### src/rtl/ser_pkg.sv
// Shared definitions for the serial bit stream that feeds the "101" detector.
// Holds the FSM state type, the counter-width helper and the default word
// width / idle level so the detector bench and the serializer agree.
package ser_pkg;

    localparam int unsigned SER_W_DEFAULT        = 8;
    localparam logic        SER_IDLE_BIT_DEFAULT = 1'b0;

    typedef enum logic [0:0] {
        IDLE  = 1'b0,
        SHIFT = 1'b1
    } ser_state_t;

    // Ceiling log2 with a floor of 1 so a W=1 counter still has one bit.
    function automatic int unsigned ser_clog2(input int unsigned n);
        int unsigned r;
        r = 1;
        for (int unsigned i = 1; i < 32; i++) begin
            if ((64'd1 << i) < 64'(n)) begin
                r = i + 1;
            end
        end
        return r;
    endfunction

endpackage

### src/rtl/ser_hold_reg.sv
// One-entry holding register in front of the shifter.
// Ports:
//   clk, rst_n      clock, synchronous active-low reset
//   in_data         parallel word from upstream
//   in_valid        in_data is valid
//   in_ready        register is empty (registered, equals ~hold_vld)
//   take            shifter pulls the held word this cycle
//   hold_data       held word
//   hold_vld        held word is valid
//   hold_vld_nxt_c  next-cycle value of hold_vld (combinational)
module ser_hold_reg #(
    parameter int unsigned W = 8
) (
    input  logic         clk,
    input  logic         rst_n,
    input  logic [W-1:0] in_data,
    input  logic         in_valid,
    output logic         in_ready,
    input  logic         take,
    output logic [W-1:0] hold_data,
    output logic         hold_vld,
    output logic         hold_vld_nxt_c
);

    logic         accept_c;
    logic [W-1:0] hold_d;

    // Accept and take are mutually exclusive: in_ready is low while full.
    always_comb begin
        accept_c       = in_valid & in_ready;
        hold_d         = hold_data;
        hold_vld_nxt_c = hold_vld;
        if (accept_c) begin
            hold_d         = in_data;
            hold_vld_nxt_c = 1'b1;
        end else if (take) begin
            hold_vld_nxt_c = 1'b0;
        end
    end

    // in_ready is kept as its own flop so it has no path from in_valid.
    always_ff @(posedge clk) begin
        if (!rst_n) begin
            hold_data <= '0;
            hold_vld  <= 1'b0;
            in_ready  <= 1'b1;
        end else begin
            hold_data <= hold_d;
            hold_vld  <= hold_vld_nxt_c;
            in_ready  <= ~hold_vld_nxt_c;
        end
    end

endmodule

### src/rtl/bit_serializer.sv
// Parallel-to-serial feeder for the "101" pattern detector.
// Words arrive over a valid/ready handshake into a one-entry hold register
// and are shifted out one bit per out_en cycle on x.
// Ports:
//   clk, rst_n   clock, synchronous active-low reset
//   in_data      parallel word, in_valid / in_ready handshake
//   out_en       downstream advance enable
//   x            serial bit (IDLE_BIT when no word is shifting)
//   x_valid      x carries a data bit
//   x_last       x is the final bit of the current word
//   busy         shifter active or hold register occupied
module bit_serializer
    import ser_pkg::*;
#(
    parameter int unsigned W         = SER_W_DEFAULT,
    parameter bit          MSB_FIRST = 1'b1,
    parameter logic        IDLE_BIT  = SER_IDLE_BIT_DEFAULT
) (
    input  logic         clk,
    input  logic         rst_n,
    input  logic [W-1:0] in_data,
    input  logic         in_valid,
    output logic         in_ready,
    input  logic         out_en,
    output logic         x,
    output logic         x_valid,
    output logic         x_last,
    output logic         busy
);

    localparam int unsigned CW = ser_clog2(W);
    localparam logic [CW-1:0] LAST_CNT = CW'(W - 1);

    ser_state_t    state_q, state_d;
    logic [W-1:0]  sh_q, sh_d;
    logic [CW-1:0] cnt_q, cnt_d;
    logic          take_c;
    logic [W-1:0]  hold_data;
    logic          hold_vld;
    logic          hold_vld_nxt_c;
    logic          x_d, x_valid_d, x_last_d, busy_d;

    ser_hold_reg #(
        .W(W)
    ) u_hold (
        .clk            (clk),
        .rst_n          (rst_n),
        .in_data        (in_data),
        .in_valid       (in_valid),
        .in_ready       (in_ready),
        .take           (take_c),
        .hold_data      (hold_data),
        .hold_vld       (hold_vld),
        .hold_vld_nxt_c (hold_vld_nxt_c)
    );

    // Next-state, shifter and next-output logic.
    always_comb begin
        state_d = state_q;
        sh_d    = sh_q;
        cnt_d   = cnt_q;
        take_c  = 1'b0;

        case (state_q)
            IDLE: begin
                // out_en does not gate the load; the first bit appears next cycle.
                if (hold_vld) begin
                    sh_d    = hold_data;
                    cnt_d   = '0;
                    take_c  = 1'b1;
                    state_d = SHIFT;
                end
            end
            SHIFT: begin
                if (out_en) begin
                    if (cnt_q != LAST_CNT) begin
                        sh_d  = MSB_FIRST ? (sh_q << 1) : (sh_q >> 1);
                        cnt_d = cnt_q + CW'(1);
                    end else if (hold_vld) begin
                        // Zero-bubble handoff to the next word.
                        sh_d   = hold_data;
                        cnt_d  = '0;
                        take_c = 1'b1;
                    end else begin
                        cnt_d   = '0;
                        state_d = IDLE;
                    end
                end
            end
            default: begin
                state_d = IDLE;
            end
        endcase

        // Outputs are registered copies of the decode of the next state.
        x_valid_d = (state_d == SHIFT);
        x_d       = IDLE_BIT;
        x_last_d  = 1'b0;
        if (state_d == SHIFT) begin
            x_d      = MSB_FIRST ? sh_d[W-1] : sh_d[0];
            x_last_d = (cnt_d == LAST_CNT);
        end
        busy_d = (state_d == SHIFT) | hold_vld_nxt_c;
    end

    // State and output registers.
    always_ff @(posedge clk) begin
        if (!rst_n) begin
            state_q <= IDLE;
            sh_q    <= '0;
            cnt_q   <= '0;
            x       <= IDLE_BIT;
            x_valid <= 1'b0;
            x_last  <= 1'b0;
            busy    <= 1'b0;
        end else begin
            state_q <= state_d;
            sh_q    <= sh_d;
            cnt_q   <= cnt_d;
            x       <= x_d;
            x_valid <= x_valid_d;
            x_last  <= x_last_d;
            busy    <= busy_d;
        end
    end

endmodule

### config.mk
export PLATFORM = sky130hd
export DESIGN_NAME = bit_serializer
export DESIGN_NICKNAME = d
export VERILOG_FILES = /design/src/rtl/ser_pkg.sv /design/src/rtl/ser_hold_reg.sv /design/src/rtl/bit_serializer.sv
export SDC_FILE = /design/constraint.sdc
export NUM_CORES = 1
export LEC_CHECK = 0
export ABC_AREA = 1
export ABC_CLOCK_PERIOD_IN_PS = 1200
export CAP_MARGIN = 20
export CORE_ASPECT_RATIO = 1.5
export CORE_UTILIZATION = 47
export CTS_CLUSTER_DIAMETER = 120
export DETAILED_ROUTE_END_ITERATION = 8
export PLACE_DENSITY = 0.73
export SKIP_LAST_GASP = 1
export SYNTH_ARGS = -nofsm -noshare
export SYNTH_HDL_FRONTEND = slang
export SYNTH_HIERARCHICAL = 1
export SYNTH_SLANG_ARGS = --single-unit
### constraint.sdc
create_clock -name clk -period 1.2 [get_ports clk]
set_input_delay 0.24 -clock clk [delete_from_list [all_inputs] [get_ports clk]]
set_output_delay 0.24 -clock clk [all_outputs]
set_load 0.1 [all_outputs]
Word level (Yosys, flattened, before mapping)
Cells that the tools add are included.

Bits in registers: 25. Bits of input ports: 12. Output and inout port bits: 5. Word-level logic and storage cells: 36.

Add/sub/neg operators: 1. Equality and inequality tests: 3. Mux-type cells: 17. Bitwise operators: 4. Reduce and logical (&&, ||, !) cells: 1.

Operator list (count): $mux W8 (3); $pmux W8 S2 (1); $mux W3 (3); $mux W1 (7); $pmux W3 S2 (1); $pmux W1 S2 (2); $add A3 B1 Y3 const B (1); $eq A3 B3 Y1 const B (1); $ne A3 B3 Y1 const B (1); $ne A2 B2 Y1 const B (1); $not A1 Y1 (2); $reduce_and A2 Y1 (1); $and A1 B1 Y1 (1); $or A1 B1 Y1 (1).

Depth between registers and ports, before layout
Depth after elaboration: 7. Gate-level depth with buffers: 9. Mapped depth without buffers: 9.

Cells and area by module
Netlist, hierarchy kept.

Modules (own cells, without submodules): bit_serializer (times used 1, cells each 126, area an instance 805.8 µm²); ser_hold_reg (times used 1, cells each 58, area an instance 400.4 µm²).

Worst setup path after synthesis
No wires, ideal clock.

Path type: register to register. From: register state_q. To: register u_hold.in_ready. Library setup time: 0.122 ns. Arrival time: 1.700 ns. Data required time: 1.078 ns. Path slack: -0.621 ns. Stages on the path, launching flop included: 8. Buffers on the path: 0. Path through: dfxtp_1 > inv_1 > nor2_4 > nor3_1 > inv_1 > nand2_1 > nand2_1 > nand2_1.

Longest elaborated chain between the ends: 5.

Ends and longest elaborated chain: from (decl) (RTL line bit_serializer.sv:34) `ser_state_t state_q, state_d;`; from (signal assigned) (RTL line bit_serializer.sv:117) `state_q <= state_d;`; $not A1 Y1; $pmux W1 S2 (*) (RTL line bit_serializer.sv:64) `case (state_q)`; named net take_c (RTL line bit_serializer.sv:37) `logic take_c;`; $mux W1 (*) (RTL line ser_hold_reg.sv:36) `end else if (take) begin`; $mux W1 (*) (RTL line ser_hold_reg.sv:33) `if (accept_c) begin`; named net hold_vld_nxt_c (RTL line bit_serializer.sv:40) `logic hold_vld_nxt_c;`; $not A1 Y1 (*) (RTL line ser_hold_reg.sv:50) `in_ready <= ~hold_vld_nxt_c;`; to (signal assigned) (RTL line ser_hold_reg.sv:50); to (decl) (RTL line ser_hold_reg.sv:18) `output logic in_ready,`.

The timed path passes the listed nets; every way through them passes the cells marked *. A chain may end at the register's enable or synchronous reset.

Final worst setup path
From: register cnt_q[1]. To: register x.

Longest elaborated chain between the ends: 5.

Ends and longest elaborated chain: from (decl) (RTL line bit_serializer.sv:36) `logic [CW-1:0] cnt_q, cnt_d;`; from (signal assigned) (RTL line bit_serializer.sv:119) `cnt_q <= cnt_d;`; $ne A3 B3 Y1 (*) (RTL line bit_serializer.sv:76) `if (cnt_q != LAST_CNT) begin`; $mux W1 (RTL line bit_serializer.sv:76); $mux W1 (RTL line bit_serializer.sv:75) `if (out_en) begin`; $pmux W1 S2 (RTL line bit_serializer.sv:64); $reduce_and A2 Y1 (no source line); to (signal assigned) (RTL line bit_serializer.sv:112) `x <= IDLE_BIT;`; to (signal assigned) (RTL line bit_serializer.sv:120) `x <= x_d;`; to (decl) (RTL line bit_serializer.sv:25) `output logic x,`.

Every way passes the cells marked *; elsewhere a longest branch is shown, timed or not. The select of a mux whose other input is x is not followed.

==> results by group <==
Global routing
  – Vias in the first global route: around 1100
  – Antenna violations before repair: 0
  – First-pass GRT wire length: approximately 4200 microns
  – Gr ovfl total: 0
  – Largest net degree at the start of global routing: 18
  – Tot GR Track Use: 0.197

Timing
  – Slew Limit Fails: 0
  – Clk_skew: 2.43 ps
  – Setup violators final: 11
  – Fmax: 804 MHz
  – Fin crit period: 1240 ps
  – Final hold vios: 0
  – Worst Tran Pin Value: between 300 and 400 ps
  – Final total negative setup slack: -309 ps
  – Slew HR: 0.784
  – RSZ-0062 raised after global routing: yes
  – Crit share post-route: 1.04
  – PnR worst setup slack: -44.4 ps

Layout
  – Layout Nets: around 220
  – P&R area growth vs syn: 32.4%
  – Most frequent cells in the layout: nand2_1 (55), nor2_1 (38), dfxtp_1 (21)
  – Share of cells above drive strength 1: 0.203
  – Most common cell after layout, fill and taps aside: nand2_1
  – Filler cells: 230
  – Antenna fix cells: 0

Critical path
  – CP Buf/Inv Count: 1
  – Largest delay share family, worst path: flip-flops
  – Crit-path cells: ha_4, ha_4, nand2_4, nand2_4, a21oi_4, inv_1, nor2_1
  – Critical-path maximum fanout: 3
  – Setup crit end kind: flip-flop
  – Worst path arrival time: between 1500 and 2000 ps
  – Crit Path Category: flip-flop to flip-flop
  – Crit start category: flip-flop
  – Max stage delay cell, worst path: dfxtp_2
  – Required @ worst endpoint: 1480 ps
  – Highest cell delay on the worst timing path: roughly 360 ps

Synthesis
  – Syn Std Cell Area: ~1200 sq um
  – Total number of yosys warnings: 6
  – Synth Instances: approximately 180
  – Post-synth cell types: 20
  – Syn_nets: slightly below 200
  – Seq cells post-synth: 25
  – Seq/Total Area, Yosys: 0.415
  – Average size of a mapped cell: ~6.6 sq um

Floorplanning
  – Boundary pin count: 17
  – Die Height: about 64 microns
  – Core Rows: 22
  – Initial Utilization: 0.492
  – Core ar.: 2450 sq um
  – Die width: around 43 microns
  – Die Area: approximately 2800 sq um

Power
  – Total net switching power: slightly below 600 uW
  – Leak: approximately 0.75 nW
  – Total Power: roughly 1.8 mW
  – Pwr/cell area: 1130 nW/um^2
  – Gate power share: 0.267
  – Sequential share of power: 0.524
  – Net Sw Frac: 0.326
  – Cell-internal power: about 1.2 mW
  – Worst VDD drop: 0.747 mV
  – Clock power frac: 0.208

Clock network
  – Reg clk slew, reported paths: 130 ps
  – Clock Path Buffers: 2
  – H-tree depth: 1
  – # clock sinks: 25
  – Clk root buf: clkbuf_4
  – Skew-Pair Late Insertion Delay: between 300 and 400 ps
  – Hold Buf Count CTS: 0
  – CTS tree: done
  – CTS Buf Count: 3

Job
  – Max Cap Viol: 0

Placed design
  – Final RePlAce weighted congestion: between 0.8 and 0.9
  – Buffers on Ports: 16
  – Dpl hpwl: between 1500 and 2000 microns

Detailed routing
  – Routed vias/inst: approximately 4.8
  – Drt first pass iters: 6
  – Vias: about 1100
  – DRC violations left: 1
  – Wire per inst: just over 10 microns
  – Final ANT Viol Nets: 0
  – Routed WL: 2400 microns
  – First DRT Iteration DRCs: 30

Run status
  – Result of the run: finished, violations left
  – Failing checks: design-rule violations, negative setup slack

Min path
  – Hold Path Class: input pin to flip-flop
==> synthesized netlist by cell type, drive strengths merged <==
master | count | share of area
nand2 | 60 | 0.19
or2 | 2 | 0.010
dfxtp | 25 | 0.41
buf | 3 | 0.025
o21ai | 7 | 0.029
clkbuf | 2 | 0.015
nor3 | 1 | 0.0041
nand3 | 10 | 0.041
inv | 23 | 0.072
nor2 | 43 | 0.14
clkinv | 1 | 0.0073
a21oi | 4 | 0.020
ha | 3 | 0.031
==> timing repair <==
item	4_1_cts	5_1_grt
buffers inserted	2	2
gates resized for setup	12	10
endpoints found under the setup margin	13	13
pin swaps	12	10
==> layout make-up <==
class / instances / area, sq um / share of cell area
inverter: 24 / 100 / 0.0627
clock buffer: 3 / 22.5 / 0.0141
clock inverter: 1 / 5.00 / 0.00313
timing repair buffer: 24 / 270 / 0.169
tap: 24 / 30.0 / 0.0188
multi-input combinational: 130 / 658 / 0.412
sequential: 25 / 510 / 0.320
==> worst paths after layout <==
kind / slack, ps / cells past startpoint / endpoint / start
max: -40 / 7 / x / cnt_q[1]
min: 480 / 3 / u_hold/hold_data[7] / in_data[7]
max reg2reg: -40 / 7 / x / cnt_q[1]
min reg2reg: 500 / 2 / sh_q[0] / sh_q[0]
==> worst register-to-register path: stages (launching register included) <==
cell     delay (ps)
dfxtp_2         360
ha_4            180
ha_4            170
nand2_4          70
nand2_4          80
a21oi_4         180
inv_1            70
nor2_1           90
==> stage by stage <==
| stage | instances | hold slack, ps | utilization | cell area [sq um] | setup slack (ps) |
|---|---|---|---|---|---|
| floorplan | 184 | 346 | - | 1220 | -14.6 |
| global placement | 223 | 474 | 0.590 | 1450 | -230 |
| detailed placement | 223 | 480 | 0.590 | 1450 | -264 |
| CTS | 229 | 472 | 0.630 | 1540 | -66.1 |
| global route | 231 | 493 | 0.652 | 1600 | -128 |
| finish | 231 | 480 | 0.652 | 1600 | -44.4 |
==> flip-flops by register name (all words and copies together), names as in the netlist <==
signal,cells
x_last,1
u_hold/hold_vld,1
state_q,1
u_hold/hold_data,8
cnt_q,3
u_hold/in_ready,1
x,1
busy,1
sh_q,8
==> metal layers <==
layer  GRT usage  share of wire
met2       0.369           0.54
met5           0              0
met1       0.203           0.42
met3      0.0169          0.021
met4       0.113          0.023
==> power by group through the flow <==
stage	Clock, mW	Combinational, mW	Sequential, mW
2_1_floorplan	0	0.221	1.04
3_3_place_gp	0	0.420	0.962
3_5_place_dp	0	0.430	0.963
4_1_cts	0.384	0.450	0.946
5_1_grt	0.420	0.532	0.955
6_report	0.376	0.482	0.946
==> kinds of logic (layout without fill, tap and decap cells) <==
logic type	Yosys count	in the layout	share of synthesized area
AO/OA/AOI/OAI	11	11	0.0487
flip-flops	25	25	0.415
adder cells (fa/ha/maj)	3	3	0.0311
buffers and inverters	29	52	0.118
AND/OR/NAND/NOR	116	116	0.387
Note: power is estimated with default switching activity, not from simulation.
